### config.mk
export PLATFORM = sky130hd
export DESIGN_NAME = stage0_fetch_flat
export DESIGN_NICKNAME = d
export VERILOG_FILES = /design/src/rtl/stage0_fetch_pkg.sv /design/src/rtl/stage0_fetch_if.sv /design/src/rtl/stage0_fetch_decode.sv /design/src/rtl/stage0_fetch.sv /design/src/flat_wrapper.sv
export SDC_FILE = /design/constraint.sdc
export NUM_CORES = 1
export LEC_CHECK = 0
export ABC_AREA = 0
export CORE_ASPECT_RATIO = 0.9
export CORE_UTILIZATION = 40
export DETAILED_ROUTE_END_ITERATION = 12
export DONT_BUFFER_PORTS = 1
export PLACE_DENSITY = 0.55
export REMOVE_ABC_BUFFERS = 1
export SYNTH_ARGS = -nofsm -noshare
export SYNTH_HDL_FRONTEND = slang
export SYNTH_SLANG_ARGS = --single-unit
### constraint.sdc
create_clock -name clk -period 2 [get_ports clk]
set_input_delay 0.6 -clock clk [delete_from_list [all_inputs] [get_ports clk]]
set_output_delay 0.6 -clock clk [all_outputs]
set_load 0.05 [all_outputs]
### src/rtl/stage0_fetch_pkg.sv
`default_nettype none
// ============================================================================
// Module   : stage0_fetch_pkg
// Purpose  : Instruction field layout, source-select codes and FSM encoding
// Revision : 1.0 - initial release
// ============================================================================
package stage0_fetch_pkg;

   localparam int INSTR_W      = 32;
   localparam int MB_S1_HI     = 31;
   localparam int MB_S1_LO     = 30;
   localparam int MB_S2_HI     = 29;
   localparam int MB_S2_LO     = 28;
   localparam int ALU_HI       = 27;
   localparam int ALU_LO       = 24;
   localparam int VR_HI        = 23;
   localparam int VR_LO        = 16;
   localparam int IMM_HI       = 15;
   localparam int IMM_LO       = 0;

   localparam logic [1:0] MBLOCK_RAM   = 2'd0;
   localparam logic [1:0] MBLOCK_IO    = 2'd2;
   localparam logic [1:0] MBLOCK_CONST = 2'd3;

   localparam logic [3:0] HALT_OPCODE_DEF = 4'hF;

   typedef enum logic [1:0] {
      ST_FETCH  = 2'd0,
      ST_VALID  = 2'd1,
      ST_HALTED = 2'd2
   } state_t;

endpackage
`default_nettype wire

### src/rtl/stage0_fetch_if.sv
`default_nettype none
// ============================================================================
// Module   : stage0_fetch_if
// Purpose  : Program-memory, STAGE1 and redirect signals of the fetch stage
// Revision : 1.0 - initial release
// ============================================================================
interface stage0_fetch_if #(
   parameter int PC_WIDTH = 16
);
   logic                rom_req;
   logic [PC_WIDTH-1:0] rom_addr;
   logic                rom_ack;
   logic [31:0]         rom_data;
   logic                s0_valid;
   logic                s1_ready;
   logic [1:0]          mblock_s1;
   logic [7:0]          vr_source;
   logic [1:0]          mblock_s2;
   logic [3:0]          alu_op;
   logic [15:0]         imm;
   logic [PC_WIDTH-1:0] pc_out;
   logic                branch_take;
   logic [PC_WIDTH-1:0] branch_target;
   logic                halted;

   modport master (
      output rom_req, rom_addr, s0_valid, mblock_s1, vr_source, mblock_s2,
             alu_op, imm, pc_out, halted,
      input  rom_ack, rom_data, s1_ready, branch_take, branch_target
   );

   modport slave (
      input  rom_req, rom_addr, s0_valid, mblock_s1, vr_source, mblock_s2,
             alu_op, imm, pc_out, halted,
      output rom_ack, rom_data, s1_ready, branch_take, branch_target
   );
endinterface
`default_nettype wire

### src/rtl/stage0_fetch_decode.sv
`default_nettype none
// ============================================================================
// Module   : instr_decode
// Purpose  : Slices a 32-bit instruction word into stage fields + HALT flag
// Revision : 1.0 - initial release
// ============================================================================
module instr_decode
   import stage0_fetch_pkg::*;
#(
   parameter logic [3:0] HALT_OPCODE = HALT_OPCODE_DEF
) (
   input  wire logic [INSTR_W-1:0] i_instr,
   output logic [1:0]              o_mblock_s1,
   output logic [1:0]              o_mblock_s2,
   output logic [3:0]              o_alu_op,
   output logic [7:0]              o_vr_source,
   output logic [15:0]             o_imm,
   output logic                    o_is_halt
);
   assign o_mblock_s1 = i_instr[MB_S1_HI:MB_S1_LO];
   assign o_mblock_s2 = i_instr[MB_S2_HI:MB_S2_LO];
   assign o_alu_op    = i_instr[ALU_HI:ALU_LO];
   assign o_vr_source = i_instr[VR_HI:VR_LO];
   assign o_imm       = i_instr[IMM_HI:IMM_LO];
   assign o_is_halt   = (i_instr[ALU_HI:ALU_LO] == HALT_OPCODE);
endmodule
`default_nettype wire

### src/rtl/stage0_fetch.sv
`default_nettype none
// ============================================================================
// Module   : stage0_fetch
// Purpose  : PC, program-memory fetch, decode and STAGE1 handshake with redirect
// Revision : 1.0 - initial release
// ============================================================================
module stage0_fetch
   import stage0_fetch_pkg::*;
#(
   parameter int         PC_WIDTH    = 16,
   parameter int         RESET_PC    = 0,
   parameter logic [3:0] HALT_OPCODE = HALT_OPCODE_DEF
) (
   input  wire logic       clk,
   input  wire logic       rst_n,
   stage0_fetch_if.master  bus
);
   localparam logic [PC_WIDTH-1:0] C_RESET_PC = PC_WIDTH'(RESET_PC);

   state_t              r_state;
   logic [PC_WIDTH-1:0] r_pc;
   logic [PC_WIDTH-1:0] r_pc_out;
   logic [PC_WIDTH-1:0] r_rom_addr;
   logic [INSTR_W-1:0]  r_instr;
   logic                r_rom_req;
   logic                r_kill;
   logic                r_s0_valid;
   logic                r_halted;

   logic                w_ack;
   logic                w_is_halt;
   logic [1:0]          w_mblock_s1;
   logic [1:0]          w_mblock_s2;
   logic [3:0]          w_alu_op;
   logic [7:0]          w_vr_source;
   logic [15:0]         w_imm;

   // Acks with no request outstanding are ignored.
   assign w_ack = bus.rom_ack & r_rom_req;

   instr_decode #(.HALT_OPCODE(HALT_OPCODE)) u_decode (
      .i_instr     (r_instr),
      .o_mblock_s1 (w_mblock_s1),
      .o_mblock_s2 (w_mblock_s2),
      .o_alu_op    (w_alu_op),
      .o_vr_source (w_vr_source),
      .o_imm       (w_imm),
      .o_is_halt   (w_is_halt)
   );

   always_ff @(posedge clk or negedge rst_n) begin
      if (!rst_n) begin
         r_state    <= ST_FETCH;
         r_pc       <= C_RESET_PC;
         r_pc_out   <= '0;
         r_rom_addr <= C_RESET_PC;
         r_instr    <= '0;
         r_rom_req  <= 1'b0;
         r_kill     <= 1'b0;
         r_s0_valid <= 1'b0;
         r_halted   <= 1'b0;
      end else begin
         case (r_state)
            ST_FETCH: begin
               if (bus.branch_take) begin
                  r_pc <= bus.branch_target;
                  if (w_ack) begin
                     r_rom_req <= 1'b0;
                     r_kill    <= 1'b0;
                  end else if (r_rom_req) begin
                     // Address must hold until the in-flight read completes.
                     r_kill <= 1'b1;
                  end else begin
                     r_rom_req  <= 1'b1;
                     r_rom_addr <= bus.branch_target;
                  end
               end else if (w_ack) begin
                  r_rom_req <= 1'b0;
                  if (r_kill) begin
                     r_kill <= 1'b0;
                  end else begin
                     r_instr    <= bus.rom_data;
                     r_pc_out   <= r_pc;
                     r_pc       <= r_pc + PC_WIDTH'(1);
                     r_s0_valid <= 1'b1;
                     r_state    <= ST_VALID;
                  end
               end else if (!r_rom_req) begin
                  r_rom_req  <= 1'b1;
                  r_rom_addr <= r_pc;
               end
            end
            ST_VALID: begin
               if (bus.branch_take) begin
                  r_pc       <= bus.branch_target;
                  r_s0_valid <= 1'b0;
                  r_rom_req  <= 1'b1;
                  r_rom_addr <= bus.branch_target;
                  r_state    <= ST_FETCH;
               end else if (bus.s1_ready) begin
                  r_s0_valid <= 1'b0;
                  if (w_is_halt) begin
                     r_halted <= 1'b1;
                     r_state  <= ST_HALTED;
                  end else begin
                     r_rom_req  <= 1'b1;
                     r_rom_addr <= r_pc;
                     r_state    <= ST_FETCH;
                  end
               end
            end
            ST_HALTED: begin
               if (bus.branch_take) begin
                  r_pc       <= bus.branch_target;
                  r_halted   <= 1'b0;
                  r_rom_req  <= 1'b1;
                  r_rom_addr <= bus.branch_target;
                  r_state    <= ST_FETCH;
               end
            end
            default: r_state <= ST_FETCH;
         endcase
      end
   end

   assign bus.rom_req   = r_rom_req;
   assign bus.rom_addr  = r_rom_addr;
   assign bus.s0_valid  = r_s0_valid;
   assign bus.halted    = r_halted;
   assign bus.pc_out    = r_pc_out;
   assign bus.mblock_s1 = w_mblock_s1;
   assign bus.mblock_s2 = w_mblock_s2;
   assign bus.alu_op    = w_alu_op;
   assign bus.vr_source = w_vr_source;
   assign bus.imm       = w_imm;
endmodule
`default_nettype wire

### src/flat_wrapper.sv
// flat-port wrapper written by rule: the top's interface ports become plain ports
module stage0_fetch_flat import stage0_fetch_pkg::*;
#(
   parameter int         PC_WIDTH    = 16,
   parameter int         RESET_PC    = 0,
   parameter logic [3:0] HALT_OPCODE = HALT_OPCODE_DEF
)
  (clk, rst_n, bus_rom_req, bus_rom_addr, bus_s0_valid, bus_mblock_s1, bus_vr_source, bus_mblock_s2, bus_alu_op, bus_imm, bus_pc_out, bus_halted, bus_rom_ack, bus_rom_data, bus_s1_ready, bus_branch_take, bus_branch_target);
  stage0_fetch_if #(.PC_WIDTH(PC_WIDTH)) bus_i ();
  input  wire logic clk;
  input  wire logic rst_n;
  output wire logic [$bits(bus_i.rom_req)-1:0] bus_rom_req;
  output wire logic [$bits(bus_i.rom_addr)-1:0] bus_rom_addr;
  output wire logic [$bits(bus_i.s0_valid)-1:0] bus_s0_valid;
  output wire logic [$bits(bus_i.mblock_s1)-1:0] bus_mblock_s1;
  output wire logic [$bits(bus_i.vr_source)-1:0] bus_vr_source;
  output wire logic [$bits(bus_i.mblock_s2)-1:0] bus_mblock_s2;
  output wire logic [$bits(bus_i.alu_op)-1:0] bus_alu_op;
  output wire logic [$bits(bus_i.imm)-1:0] bus_imm;
  output wire logic [$bits(bus_i.pc_out)-1:0] bus_pc_out;
  output wire logic [$bits(bus_i.halted)-1:0] bus_halted;
  input wire logic [$bits(bus_i.rom_ack)-1:0] bus_rom_ack;
  input wire logic [$bits(bus_i.rom_data)-1:0] bus_rom_data;
  input wire logic [$bits(bus_i.s1_ready)-1:0] bus_s1_ready;
  input wire logic [$bits(bus_i.branch_take)-1:0] bus_branch_take;
  input wire logic [$bits(bus_i.branch_target)-1:0] bus_branch_target;
  assign bus_rom_req = bus_i.rom_req;
  assign bus_rom_addr = bus_i.rom_addr;
  assign bus_s0_valid = bus_i.s0_valid;
  assign bus_mblock_s1 = bus_i.mblock_s1;
  assign bus_vr_source = bus_i.vr_source;
  assign bus_mblock_s2 = bus_i.mblock_s2;
  assign bus_alu_op = bus_i.alu_op;
  assign bus_imm = bus_i.imm;
  assign bus_pc_out = bus_i.pc_out;
  assign bus_halted = bus_i.halted;
  assign bus_i.rom_ack = bus_rom_ack;
  assign bus_i.rom_data = bus_rom_data;
  assign bus_i.s1_ready = bus_s1_ready;
  assign bus_i.branch_take = bus_branch_take;
  assign bus_i.branch_target = bus_branch_target;
  stage0_fetch #(.PC_WIDTH(PC_WIDTH), .RESET_PC(RESET_PC), .HALT_OPCODE(HALT_OPCODE)) u_core (.clk(clk), .rst_n(rst_n), .bus(bus_i));
endmodule
==> impl_metrics.ini, run 1 <==
[run_status]
status = complete, but fails checks
violations = hold timing

[drt]
dr.pass1.iters = 4
ant_nets = 0
totalWireLength_um = 8546
drc_errors = 0
drt_iter0_drc = 102
vias = 2577
viasPerCell = 5.414
wl_per_cell_um = 17.95

[sta]
maxSlewViolCount = 0
tightest_slew_ps = 512.5
fin_skew_ps = 8.683
period_needed_ps = 1822
fin_crit_sh_pct = 91.08
hold_viol = 86
rsz0062_at_grt = false
setup_viol = 0
whs_ps = -69.11
slew_headroom_pct = 65.83
fmax_ghz = 0.5490

[synth]
synth-async-reset-ratio_pct = 100.0
synth_cells = 340
ys_ff_latch = 86
synth_edf_count = 0
avgSynthCellArea_sq_um = 11.51
ys_warn_count = 0
yosysSeqAreaShare_pct = 55.00
synth_largest_area_cell = dfrtp_1
synthTopCellsByArea = dfrtp_1 55%, mux2_2 12%, a21oi_1 5.2%
synthFlopType = dfrtp_1
ys_types = 42
synth_top_area_share_pct = 55.00
syn_area_sq_um = 3913

[placement]
place_area_sq_um = 4081
portBuffers = 0
detailed_place_hpwl_um = 5815
dp_cells = 460
place_congestion = 0.7426

[floorplanning]
coreArea_sq_um = 9290
initial_utilization_pct = 42.11
die_h_um = 95.83
rows = 33
die_area_sq_um = 10180
num_io_pins = 120
die_x_um = 106.3

[setup_path]
critPathLaunchType = flop
slowest_stage = a2111oi_4
cp.required_ps = 2280
worst-setup-path-type = flop to flop
critPathBufInv = 2
critical_path.cell_chain = inv_1 -> ha_1 -> nand2b_1 -> a21oi_2 -> a2111oi_4 -> buf_4 -> nor2_1 -> a21oi_1
max_stage_delay_ps = 360
cp_data_arrival_time_ps = 2100
crit_fanout = 20
setup.worst_path.end_class = flop
crit_family = compound AO/OA/AOI/OAI gates

[clock_network]
clk_latency_ps = 350
cts_root_buffer = clkbuf_8
max-clock-path-buffers = 2
clk_pin_slew_ps = 90
post_cts_buffers = 0
cts_tree = built
cts_htree_levels = 3
cts_buffers = 9
cts.sink_count = 86

[global_route]
grt_pass1_vias = 2633
grt_max_degree = 87
grt_use_total_pct = 17.71
grt_pass1_wl_um = 13730
grt_overflow_total = 0
antenna_found_initial = 0

[hold_path]
min_path_type = input port to async pin

[cells_and_area]
layout_commonest_cell = dfrtp_1
num_antenna_cells = 0
final_cells = 476
design_area_sq_um = 4312
finish.utilization_pct = 46.41
multi_input_area_sq_um = 1629
regArea_sq_um = 2152
layout-drive-gt1-share_pct = 24.58
synthToLayoutAreaGrowth_pct = 10.20
final_cell_mix = 86 x dfrtp_1, 42 x mux2_2, 41 x a21oi_1
layout.nets = 406
fillerInstances = 870

[flow_run]
max-cap-violations = 0
==> timing repair <==
action                                  4_1_cts  5_1_grt
gates resized for setup                       0        2
endpoints found under the setup margin        0       24
endpoints found under the hold margin        86       86
==> state kept, by name, summed over array words and instances, names as in the netlist <==
register / flops
u_core.bus.halted: 1
u_core.bus.pc_out: 16
u_core.bus.rom_addr: 16
u_core.bus.rom_req: 1
u_core.bus.s0_valid: 1
u_core.r_instr: 32
u_core.r_kill: 1
u_core.r_pc: 16
u_core.r_state: 2
==> per-layer routing <==
metal  track usage, %  up-vias  part of all wire, %
met2            29.11       62                   49
met4            5.324        0                  1.0
met1            22.83     1278                   45
met3            5.078        6                  5.3
li1                 -     1231                    -
met5                0        -                    0
==> final cells by class <==
| class | count | area share, % |
|---|---|---|
| clock buffer | 11 | 3.279 |
| timing repair buffer | 16 | 3.076 |
| inverter | 6 | 0.5223 |
| clock inverter | 5 | 1.886 |
| multi-input combinational | 230 | 37.78 |
| tap | 122 | 3.540 |
| sequential | 86 | 49.91 |
==> cell families (layout without fill, tap and decap cells) <==
| group | Yosys count | in the layout | share of synthesized area, % |
|---|---|---|---|
| AOI/OAI and AO/OA | 83 | 83 | 12.76 |
| adders and majority gates | 4 | 4 | 1.279 |
| buffers and inverters | 24 | 38 | 3.613 |
| DFF | 86 | 86 | 55.00 |
| muxes | 63 | 63 | 17.59 |
| and+or+nand+nor | 80 | 80 | 9.754 |
==> cells in the mapped netlist, types with 2 or more instances <==
master	n
inv_1	6
mux2_2	42
mux2i_1	17
nor2_2	2
a31oi_1	5
buf_2	9
mux2_1	4
buf_4	2
ha_1	4
buf_6	3
clkbuf_1	3
a2bb2oi_1	4
nor2_1	35
nand4_1	3
dfrtp_1	86
o22ai_1	6
a21oi_1	41
nand2_1	19
nor3_1	5
o21ai_0	17
nand3_1	6
==> stage by stage <==
step / worst slack [ps] / TNS, ps
CTS: 84.72 / 0
detailed placement: 121.1 / 0
finish: 178.4 / 0
floorplan: -629.4 / -29830
global route: 3.996 / 0
global placement: 141.4 / 0
==> path summary, 6_finish.rpt <==
check	startpoint	endpoint	slack (ps)	cells past startpoint
min in group clk	bus_rom_ack	u_core.r_kill	350	1
max	u_core.r_state[1]	u_core.bus.rom_addr[13]	180	8
max reg2reg	u_core.r_state[1]	u_core.bus.rom_addr[13]	180	8
max in group asynchronous	rst_n	u_core.r_state[1]	1970	0
min	rst_n	u_core.r_instr[12]	-70	0
min reg2reg	u_core.r_pc[15]	u_core.bus.pc_out[15]	600	1
Power of run 1 is not shown: default switching activity piles up to over one toggle a cycle in this logic, so the estimate is an artifact.
==> run 2: changes to the inputs <==
- SETUP_SLACK_MARGIN: not set -> 0.3
==> run 2 against run 1 <==
  * The flow still finishes with violations (hold timing)
  * Via count grew 5.5%
  * Non-clock buffer count grew 14
  * Wire length grew 11%
  * Final area grew 11%
  * Global-route usage grew 0.63 points
  * Core utilization grew 4.9 points
  * Flip-flop and latch count is the same
  * Register-to-register slack gained 30 ps
  * Critical endpoint is now u_core.bus.rom_addr[14]
  * Highest routed layer unchanged
==> impl_metrics.ini, run 2 (same netlist as run 1, synthesis figures left out) <==
[clock_network]
clk_pin_slew_ps = 90
cts_buffers = 9
clk_latency_ps = 360
cts_htree_levels = 3
max-clock-path-buffers = 2
cts_root_buffer = clkbuf_8
cts_tree = built
cts.sink_count = 86

[run_status]
violations = hold timing
status = complete, but fails checks

[floorplanning]
die_area_sq_um = 10180
die_x_um = 106.3
coreArea_sq_um = 9290
die_h_um = 95.83
rows = 33
initial_utilization_pct = 42.11
num_io_pins = 120

[cells_and_area]
layout_commonest_cell = dfrtp_1
final_cell_mix = 84 x dfrtp_1, 42 x mux2_2, 25 x a21oi_1
largest_reg_flops = 32
num_antenna_cells = 0
top_register = u_core.r_instr
final_cells = 491
layout-drive-gt1-share_pct = 40.65
synthToLayoutAreaGrowth_pct = 21.91
multi_input_area_sq_um = 1899
layout.nets = 421
regArea_sq_um = 2155
fillerInstances = 825

[setup_path]
max_stage_delay_ps = 430
critPathLaunchType = flop
crit_fanout = 10
cp.required_ps = 2250
worst-setup-path-type = flop to flop
cp_data_arrival_time_ps = 2040
critical_path.most_common_cell = buf_6
crit_family = buffers and inverters
critical_path.cell_chain = ha_4 -> nor3b_4 -> buf_6 -> a2111oi_4 -> buf_4 -> buf_6 -> a21oi_1
slowest_stage = dfrtp_1
critPathBufInv = 3
setup.worst_path.end_class = flop

[sta]
maxSlewViolCount = 0
whs_ps = -71.26
tightest_slew_ps = 555.4
slew_headroom_pct = 62.97
hold_viol = 86
setup_viol = 0
fmax_ghz = 0.5578
setup_slack_ps = 207.1
rsz0062_at_grt = true
fin_crit_sh_pct = 89.65
period_needed_ps = 1793
fin_skew_ps = 9.372

[global_route]
grt_pass1_wl_um = 14160
grt_overflow_total = 0
grt_use_total_pct = 18.34
antenna_found_initial = 0
grt_pass1_vias = 2692
grt_max_degree = 87

[drt]
drc_errors = 0
wl_per_cell_um = 19.29
totalWireLength_um = 9470
dr.pass1.iters = 4
ant_nets = 0
viasPerCell = 5.538
vias = 2719
drt_iter0_drc = 103

[placement]
portBuffers = 0
dp_cells = 460
place_ws_ps = 121.1
place_congestion = 0.7426
detailed_place_hpwl_um = 5815

[hold_path]
min_path_type = input port to async pin

[flow_run]
max-cap-violations = 0
## run 2: cell types whose count changed in the layout (fill, tap and decap cells not counted), moves of 4 or more
| cell | before | now |
|---|---|---|
| buf_12 | 1 | 5 |
| a21oi_1 | 41 | 25 |
| nor2_1 | 35 | 19 |
| buf_6 | 0 | 4 |
| a21oi_2 | 1 | 16 |
| buf_4 | 15 | 19 |
| nor2_4 | 0 | 13 |
## run 2: what timing repair did
item	CTS	global route
hold endpoints to repair	86	86
pin swaps	3	6
buffers inserted	7	3
cloned	2	3
endpoints found under the setup margin	36	37
gates resized for setup	21	68
## run 2: through the flow
stage | setup TNS [ps] | area [sq um] | utilization (%)
2_1_floorplan | -29830 | 3794 | -
6_report | 0 | 4770 | 51.34
3_5_place_dp | 0 | 4081 | 43.93
3_3_place_gp | 0 | 4081 | 43.93
4_1_cts | 0 | 4458 | 47.99
5_1_grt | 0 | 4770 | 51.34
## run 2: path summary, 6_finish.rpt
check                      slack (ps)                       to               start  cells past startpoint
max                               210  u_core.bus.rom_addr[14]   u_core.r_state[0]                      7
min                               -70       u_core.r_instr[21]               rst_n                      0
max reg2reg                       210  u_core.bus.rom_addr[14]   u_core.r_state[0]                      7
min reg2reg                       580            u_core.r_kill  u_core.bus.rom_req                      1
max in group asynchronous        1960           u_core.r_pc[1]               rst_n                      0
min in group clk                  350            u_core.r_kill         bus_rom_ack                      1
## run 2: metal layers
metal,track usage (%),vias up,routed length [um]
met5,0,-,0
met4,5.671,0,109
met3,5.078,9,527
met2,29.82,78,4601
met1,23.98,1374,4231
li1,-,1258,-
## run 2: layout make-up
class | instances | area share (%)
Inverter | 6 | 0.4722
Timing Repair Buffer | 30 | 6.663
Sequential cell | 86 | 45.17
Tap cell | 122 | 3.200
Clock buffer | 11 | 2.964
Multi-Input combinational cell | 231 | 39.82
Clock inverter | 5 | 1.705
Power of run 2 is left out for the same reason.
==> run 3: changes to the inputs <==
- CTS_CLUSTER_SIZE: not set -> 28
==> results of run 3 <==
The final DEF is identical to that of run 2; final timing and power are the same.
Power of run 3 is left out for the same reason.
